$ cat config.mk
export PLATFORM = sky130hd
export DESIGN_NAME = y86_bus_arbiter_flat
export DESIGN_NICKNAME = d
export VERILOG_FILES = /design/src/rtl/y86_bus_pkg.sv /design/src/rtl/y86_bus_arbiter_if.sv /design/src/rtl/y86_wait_counter.sv /design/src/rtl/y86_bus_arbiter.sv /design/src/flat_wrapper.sv
export SDC_FILE = /design/constraint.sdc
export NUM_CORES = 1
export LEC_CHECK = 0
export CORE_UTILIZATION = 39
export CTS_CLUSTER_SIZE = 25
export DETAILED_ROUTE_END_ITERATION = 7
export MAX_ROUTING_LAYER = met4
export PLACE_DENSITY = 0.8
export SYNTH_ARGS = -nofsm -noshare
export SYNTH_HDL_FRONTEND = slang
export SYNTH_HIERARCHICAL = 1
export SYNTH_SLANG_ARGS = --single-unit
$ cat constraint.sdc
create_clock -name clk -period 2.65 [get_ports clk]
set_clock_uncertainty 0.2 [all_clocks]
set_input_delay 0.53 -clock clk [delete_from_list [all_inputs] [get_ports clk]]
set_output_delay 0.53 -clock clk [all_outputs]
set_load 0.02 [all_outputs]
$ cat src/rtl/y86_bus_pkg.sv
// Shared types and constants for the y86 two-master memory bus arbiter.
package y86_bus_pkg;

    typedef enum logic [1:0] {
        IDLE   = 2'd0,
        ACCESS = 2'd1,
        RESP   = 2'd2
    } state_e;

    localparam logic PORT_CPU = 1'b0;
    localparam logic PORT_AUX = 1'b1;
    localparam int   WAIT_MAX = 7;

endpackage

$ cat src/rtl/y86_bus_arbiter_if.sv
// Bundle of the two master ports and the memory-side port of the y86 bus.
interface y86_bus_arbiter_if #(
    parameter int AW = 32,
    parameter int DW = 32
);
    logic          m0_req, m1_req;
    logic          m0_we, m1_we;
    logic [AW-1:0] m0_addr, m1_addr;
    logic [DW-1:0] m0_wdata, m1_wdata;
    logic [DW-1:0] m0_rdata, m1_rdata;
    logic          m0_ack, m1_ack;
    logic [AW-1:0] mem_addr;
    logic [DW-1:0] mem_wdata;
    logic          mem_re, mem_we;
    logic [DW-1:0] mem_rdata;
    logic          grant_id;
    logic          busy;

    modport slave (
        input  m0_req, m1_req, m0_we, m1_we, m0_addr, m1_addr, m0_wdata, m1_wdata, mem_rdata,
        output m0_rdata, m1_rdata, m0_ack, m1_ack, mem_addr, mem_wdata, mem_re, mem_we,
               grant_id, busy
    );

    modport master (
        output m0_req, m1_req, m0_we, m1_we, m0_addr, m1_addr, m0_wdata, m1_wdata, mem_rdata,
        input  m0_rdata, m1_rdata, m0_ack, m1_ack, mem_addr, mem_wdata, mem_re, mem_we,
               grant_id, busy
    );

endinterface

$ cat src/rtl/y86_wait_counter.sv
// Loadable 3-bit down-counter that paces the memory wait states.
module y86_wait_counter (
    input  logic       clk,
    input  logic       rst,
    input  logic       i_load,
    input  logic [2:0] i_load_val,
    input  logic       i_dec,
    output logic       o_zero
);

    logic [2:0] r_cnt;

    always_ff @(posedge clk) begin
        if (rst) begin
            r_cnt <= 3'd0;
        end else if (i_load) begin
            r_cnt <= i_load_val;
        end else if (i_dec && (r_cnt != 3'd0)) begin
            r_cnt <= r_cnt - 3'd1;
        end
    end

    assign o_zero = (r_cnt == 3'd0);

endmodule

$ cat src/rtl/y86_bus_arbiter.sv
// Round-robin two-master arbiter and wait-state sequencer for the y86 memory bus.
// state  | meaning
// IDLE   | sample requests, latch the winner's transfer
// ACCESS | memory strobes active for WAIT+1 cycles
// RESP   | one-cycle ack to the winner
module y86_bus_arbiter
    import y86_bus_pkg::*;
#(
    parameter int AW   = 32,
    parameter int DW   = 32,
    parameter int WAIT = 1
) (
    input  logic             clk,
    input  logic             rst,
    y86_bus_arbiter_if.slave bus
);

    localparam logic [1:0] S_IDLE   = IDLE;
    localparam logic [1:0] S_ACCESS = ACCESS;
    localparam logic [1:0] S_RESP   = RESP;
    localparam logic [2:0] WAIT_LD  = (WAIT > WAIT_MAX) ? 3'(WAIT_MAX) : 3'(WAIT);

    logic [1:0]    r_state;
    logic          r_last_grant;
    logic          r_grant_id;
    logic          r_we;
    logic [AW-1:0] r_addr;
    logic [DW-1:0] r_wdata;
    logic [DW-1:0] r_rdata0;
    logic [DW-1:0] r_rdata1;

    logic          w_any_req;
    logic          w_win;
    logic          w_load;
    logic          w_dec;
    logic          w_zero;

    assign w_any_req = bus.m0_req | bus.m1_req;

    // On a tie the port that did not win last time goes first.
    always_comb begin
        w_win = PORT_CPU;
        if (bus.m0_req && bus.m1_req) begin
            w_win = ~r_last_grant;
        end else if (bus.m1_req) begin
            w_win = PORT_AUX;
        end
    end

    assign w_load = (r_state == S_IDLE) && w_any_req;
    assign w_dec  = (r_state == S_ACCESS) && !w_zero;

    y86_wait_counter u_wait_counter (
        .clk        (clk),
        .rst        (rst),
        .i_load     (w_load),
        .i_load_val (WAIT_LD),
        .i_dec      (w_dec),
        .o_zero     (w_zero)
    );

    always_ff @(posedge clk) begin
        if (rst) begin
            r_state      <= S_IDLE;
            r_last_grant <= PORT_AUX;
            r_grant_id   <= PORT_CPU;
            r_we         <= 1'b0;
            r_addr       <= '0;
            r_wdata      <= '0;
            r_rdata0     <= '0;
            r_rdata1     <= '0;
        end else begin
            case (r_state)
                S_IDLE: begin
                    if (w_any_req) begin
                        r_state      <= S_ACCESS;
                        r_last_grant <= w_win;
                        r_grant_id   <= w_win;
                        r_we         <= (w_win == PORT_AUX) ? bus.m1_we    : bus.m0_we;
                        r_addr       <= (w_win == PORT_AUX) ? bus.m1_addr  : bus.m0_addr;
                        r_wdata      <= (w_win == PORT_AUX) ? bus.m1_wdata : bus.m0_wdata;
                    end
                end
                S_ACCESS: begin
                    if (w_zero) begin
                        r_state <= S_RESP;
                        if (!r_we) begin
                            if (r_grant_id == PORT_AUX) begin
                                r_rdata1 <= bus.mem_rdata;
                            end else begin
                                r_rdata0 <= bus.mem_rdata;
                            end
                        end
                    end
                end
                S_RESP:  r_state <= S_IDLE;
                default: r_state <= S_IDLE;
            endcase
        end
    end

    assign bus.mem_addr  = r_addr;
    assign bus.mem_wdata = r_wdata;
    assign bus.mem_re    = (r_state == S_ACCESS) && !r_we;
    // A write strobes once, in the last wait-state cycle.
    assign bus.mem_we    = (r_state == S_ACCESS) && r_we && w_zero;
    assign bus.m0_ack    = (r_state == S_RESP) && (r_grant_id == PORT_CPU);
    assign bus.m1_ack    = (r_state == S_RESP) && (r_grant_id == PORT_AUX);
    assign bus.m0_rdata  = r_rdata0;
    assign bus.m1_rdata  = r_rdata1;
    assign bus.grant_id  = r_grant_id;
    assign bus.busy      = (r_state == S_ACCESS) || (r_state == S_RESP);

endmodule

$ cat src/flat_wrapper.sv
// flat-port wrapper written by rule: the top's interface ports become plain ports
module y86_bus_arbiter_flat import y86_bus_pkg::*;
#(
    parameter int AW   = 32,
    parameter int DW   = 32,
    parameter int WAIT = 1
)
  (clk, rst, bus_m0_req, bus_m1_req, bus_m0_we, bus_m1_we, bus_m0_addr, bus_m1_addr, bus_m0_wdata, bus_m1_wdata, bus_mem_rdata, bus_m0_rdata, bus_m1_rdata, bus_m0_ack, bus_m1_ack, bus_mem_addr, bus_mem_wdata, bus_mem_re, bus_mem_we, bus_grant_id, bus_busy);
  y86_bus_arbiter_if #(.AW(AW), .DW(DW)) bus_i ();
  input  logic clk;
  input  logic rst;
  input wire logic [$bits(bus_i.m0_req)-1:0] bus_m0_req;
  input wire logic [$bits(bus_i.m1_req)-1:0] bus_m1_req;
  input wire logic [$bits(bus_i.m0_we)-1:0] bus_m0_we;
  input wire logic [$bits(bus_i.m1_we)-1:0] bus_m1_we;
  input wire logic [$bits(bus_i.m0_addr)-1:0] bus_m0_addr;
  input wire logic [$bits(bus_i.m1_addr)-1:0] bus_m1_addr;
  input wire logic [$bits(bus_i.m0_wdata)-1:0] bus_m0_wdata;
  input wire logic [$bits(bus_i.m1_wdata)-1:0] bus_m1_wdata;
  input wire logic [$bits(bus_i.mem_rdata)-1:0] bus_mem_rdata;
  output wire logic [$bits(bus_i.m0_rdata)-1:0] bus_m0_rdata;
  output wire logic [$bits(bus_i.m1_rdata)-1:0] bus_m1_rdata;
  output wire logic [$bits(bus_i.m0_ack)-1:0] bus_m0_ack;
  output wire logic [$bits(bus_i.m1_ack)-1:0] bus_m1_ack;
  output wire logic [$bits(bus_i.mem_addr)-1:0] bus_mem_addr;
  output wire logic [$bits(bus_i.mem_wdata)-1:0] bus_mem_wdata;
  output wire logic [$bits(bus_i.mem_re)-1:0] bus_mem_re;
  output wire logic [$bits(bus_i.mem_we)-1:0] bus_mem_we;
  output wire logic [$bits(bus_i.grant_id)-1:0] bus_grant_id;
  output wire logic [$bits(bus_i.busy)-1:0] bus_busy;
  assign bus_i.m0_req = bus_m0_req;
  assign bus_i.m1_req = bus_m1_req;
  assign bus_i.m0_we = bus_m0_we;
  assign bus_i.m1_we = bus_m1_we;
  assign bus_i.m0_addr = bus_m0_addr;
  assign bus_i.m1_addr = bus_m1_addr;
  assign bus_i.m0_wdata = bus_m0_wdata;
  assign bus_i.m1_wdata = bus_m1_wdata;
  assign bus_i.mem_rdata = bus_mem_rdata;
  assign bus_m0_rdata = bus_i.m0_rdata;
  assign bus_m1_rdata = bus_i.m1_rdata;
  assign bus_m0_ack = bus_i.m0_ack;
  assign bus_m1_ack = bus_i.m1_ack;
  assign bus_mem_addr = bus_i.mem_addr;
  assign bus_mem_wdata = bus_i.mem_wdata;
  assign bus_mem_re = bus_i.mem_re;
  assign bus_mem_we = bus_i.mem_we;
  assign bus_grant_id = bus_i.grant_id;
  assign bus_busy = bus_i.busy;
  y86_bus_arbiter #(.AW(AW), .DW(DW), .WAIT(WAIT)) u_core (.clk(clk), .rst(rst), .bus(bus_i));
endmodule
==> impl_metrics.env <==
export IMPL_fin_tns_setup_ns=0
export IMPL_start_util=0.4011
export IMPL_cp_end_kind="output pin"
export IMPL_diodes=0
export IMPL_io_buffers=299
export IMPL_dr_pass1_iters=5
export IMPL_yosys_area_top_type="dfxtp_1"
export IMPL_syn_cell_area_um2=5589
export IMPL_cts_tree="yes"
export IMPL_post_cts_buffers=0
export IMPL_yosysTopAreaCellShare=0.4871
export IMPL_final_nets=1146
export IMPL_period_minus_slack_ns=2.551
export IMPL_root_buffer="clkbuf_16"
export IMPL_die_area_um2=14810
export IMPL_critPathArrivalTime_ns=1.82
export IMPL_finalHoldWorstSlack_ns=0.2526
export IMPL_maxSlewHeadroom=0.6213
export IMPL_seq_area_frac_synth=0.4871
export IMPL_p_leak_uw=0.003503
export IMPL_routed_wl_mm=18.30
export IMPL_cts_buffer_depth=2
export IMPL_drive_above_1_share=0.07903
export IMPL_grt_ovfl_total=0
export IMPL_hold_class="flip-flop to flip-flop"
export IMPL_clk_pin_slew_ns=0.06
export IMPL_design_area_um2=9356
export IMPL_tightest_slew_ns=0.5681
export IMPL_max_vdd_ir_drop_mv=0.5120
export IMPL_hold_viol_final=0
export IMPL_worstPathMaxFanout=3
export IMPL_fmax_mhz=392.0
export IMPL_ys_ff_latch=136
export IMPL_vias=5855
export IMPL_die_y_um=121.7
export IMPL_yosysUniqueCellTypes=35
export IMPL_io_pins=300
export IMPL_fp_coreArea_um2=13930
export IMPL_die_w_um=121.7
export IMPL_finalCritPeriodShare=0.9626
export IMPL_dpl_instance_area_um2=8742
export IMPL_outcome="completed"
export IMPL_rsz0062_at_grt="no"
export IMPL_worst_skew_pair_late_latency_ns=0.41
export IMPL_grt_pass1_wl_mm=27.99
export IMPL_rows=43
export IMPL_grt_start_max_net_pins=54
export IMPL_drtIter0Drc=333
export IMPL_ys_warnings_count=6
export IMPL_powerDensity_nw_per_um2=817.6
export IMPL_dpl_worst_slack_ns=0.3137
export IMPL_dpl_hpwl_mm=12.96
export IMPL_mostFrequentLayoutCells="clkdlybuf4s50_1, nand2_1, dfxtp_1, a21oi_1, nor2_1"
export IMPL_synthTopCellsByArea="dfxtp_1, nand2_1, a21oi_1"
export IMPL_cts_hold_buf=0
export IMPL_syn_to_final_growth_pct=67.41
export IMPL_antenna_found_initial=0
export IMPL_worst_slack_ns=0.09917
export IMPL_cts_sinks=136
export IMPL_post_route_drc_count=0
export IMPL_crit_path_start_kind="flip-flop"
export IMPL_critPathKind="flip-flop to output pin"
export IMPL_synthCells=697
export IMPL_drv_slew=0
export IMPL_fill_cells=1152
export IMPL_setup_viol=0
export IMPL_final_common_cell="clkdlybuf4s50_1"
export IMPL_grt_pass1_vias=5531
export IMPL_required_ns=1.92
export IMPL_power_uw=7650
export IMPL_grt_usage=0.2526
export IMPL_via_per_inst=5.017
export IMPL_wl_per_cell_um=15.68
export IMPL_synth_avg_cell_area_um2=8.019
export IMPL_h_tree_depth=4
export IMPL_drv_cap=0
export IMPL_ant_nets=0
export IMPL_place_congestion=0.8385
export IMPL_cts_buffers=17
final timing paths:
path | from | end | slack (ns) | cells after the start
hold reg to reg | u_core/bus.m0_rdata[22]$_SDFFE_PP0P_ | u_core/bus.m0_rdata[22]$_SDFFE_PP0P_ | 0.25 | 2
setup / recovery | u_core/r_state[0]$_SDFFE_PP0P_ | bus_m0_ack | 0.1 | 4
setup reg to reg | u_core/u_wait_counter/r_cnt[0]$_SDFFE_PP0P_ | u_core/u_wait_counter/r_cnt[2]$_SDFFE_PP0P_ | 0.63 | 7
hold / removal | u_core/bus.m0_rdata[22]$_SDFFE_PP0P_ | u_core/bus.m0_rdata[22]$_SDFFE_PP0P_ | 0.25 | 2
synthesized netlist by cell type (all sizes together):
| master | count |
|---|---|
| nor2 | 67 |
| nand4b | 1 |
| inv | 7 |
| nor2b | 3 |
| o21a | 1 |
| a21boi | 1 |
| dfxtp | 136 |
| nand2b | 3 |
| ha | 6 |
| a21oi | 132 |
| and3 | 1 |
| and4bb | 1 |
| o32ai | 1 |
| nand2 | 195 |
| a211oi | 65 |
| xnor2 | 1 |
| o21ai | 1 |
| or3 | 2 |
| and4b | 1 |
| a21bo | 1 |
| nand4bb | 1 |
| or2 | 2 |
| clkbuf | 27 |
| nand3b | 2 |
| a22oi | 1 |
| and2 | 1 |
| conb | 2 |
| a31oi | 3 |
| mux2i | 1 |
| buf | 31 |
final cells by class:
class	instances	area (um2)	share of cell area
repair buffers	315	3199	0.3419
flip-flops and latches	136	2723	0.2910
multi-input cells	497	2570	0.2747
clock buffers	18	439.2	0.04694
well taps	180	225.2	0.02407
clock inverters	14	173.9	0.01859
inverters	7	26.28	0.002808
stage by stage:
step | instances | util
3_3_place_gp | 1135 | 0.6274
6_report | 1167 | 0.6715
2_1_floorplan | 698 | -
3_5_place_dp | 1135 | 0.6274
4_1_cts | 1167 | 0.6713
5_1_grt | 1167 | 0.6715
where the power goes:
group	internal, uW	switching [uW]
Combinational	1220	1440
Sequential	2370	181
Clock	1510	916
routing by layer:
| metal | share of wire | track usage |
|---|---|---|
| met5 | 0 | - |
| met4 | 0.027 | 0.1057 |
| met3 | 0.090 | 0.09504 |
| met2 | 0.48 | 0.4045 |
| met1 | 0.40 | 0.2817 |
timing repair:
action	CTS	global route
gates resized for setup	1	1
setup endpoints to repair	1	1
cloned	0	0
worst max-delay path: stages, from the launching register on:
cell	delay, ns
dfxtp_1	0.33
inv_1	0.10
ha_1	0.16
nor2b_1	0.14
clkdlybuf4s50_1	0.68
state kept, by name, summed over array words and instances (netlist names), 2 cells and up:
name,count
u_core/bus.m0_rdata,32
u_core/bus.m1_rdata,32
u_core/r_state,2
u_core/bus.mem_addr,32
u_core/bus.mem_wdata,32
u_core/u_wait_counter/r_cnt,3
kinds of logic after synthesis:
group / Yosys count / synth area share
XOR/XNOR: 1 / 0.001567
flip-flops: 136 / 0.4871
adder cells (fa/ha/maj): 6 / 0.01343
AO/OA/AOI/OAI: 206 / 0.2373
AND/OR/NAND/NOR: 280 / 0.2010
buffers and inverters: 65 / 0.05641
other: 2 / 0.001344
multiplexers: 1 / 0.001791
(Power assumes the default switching activity.)
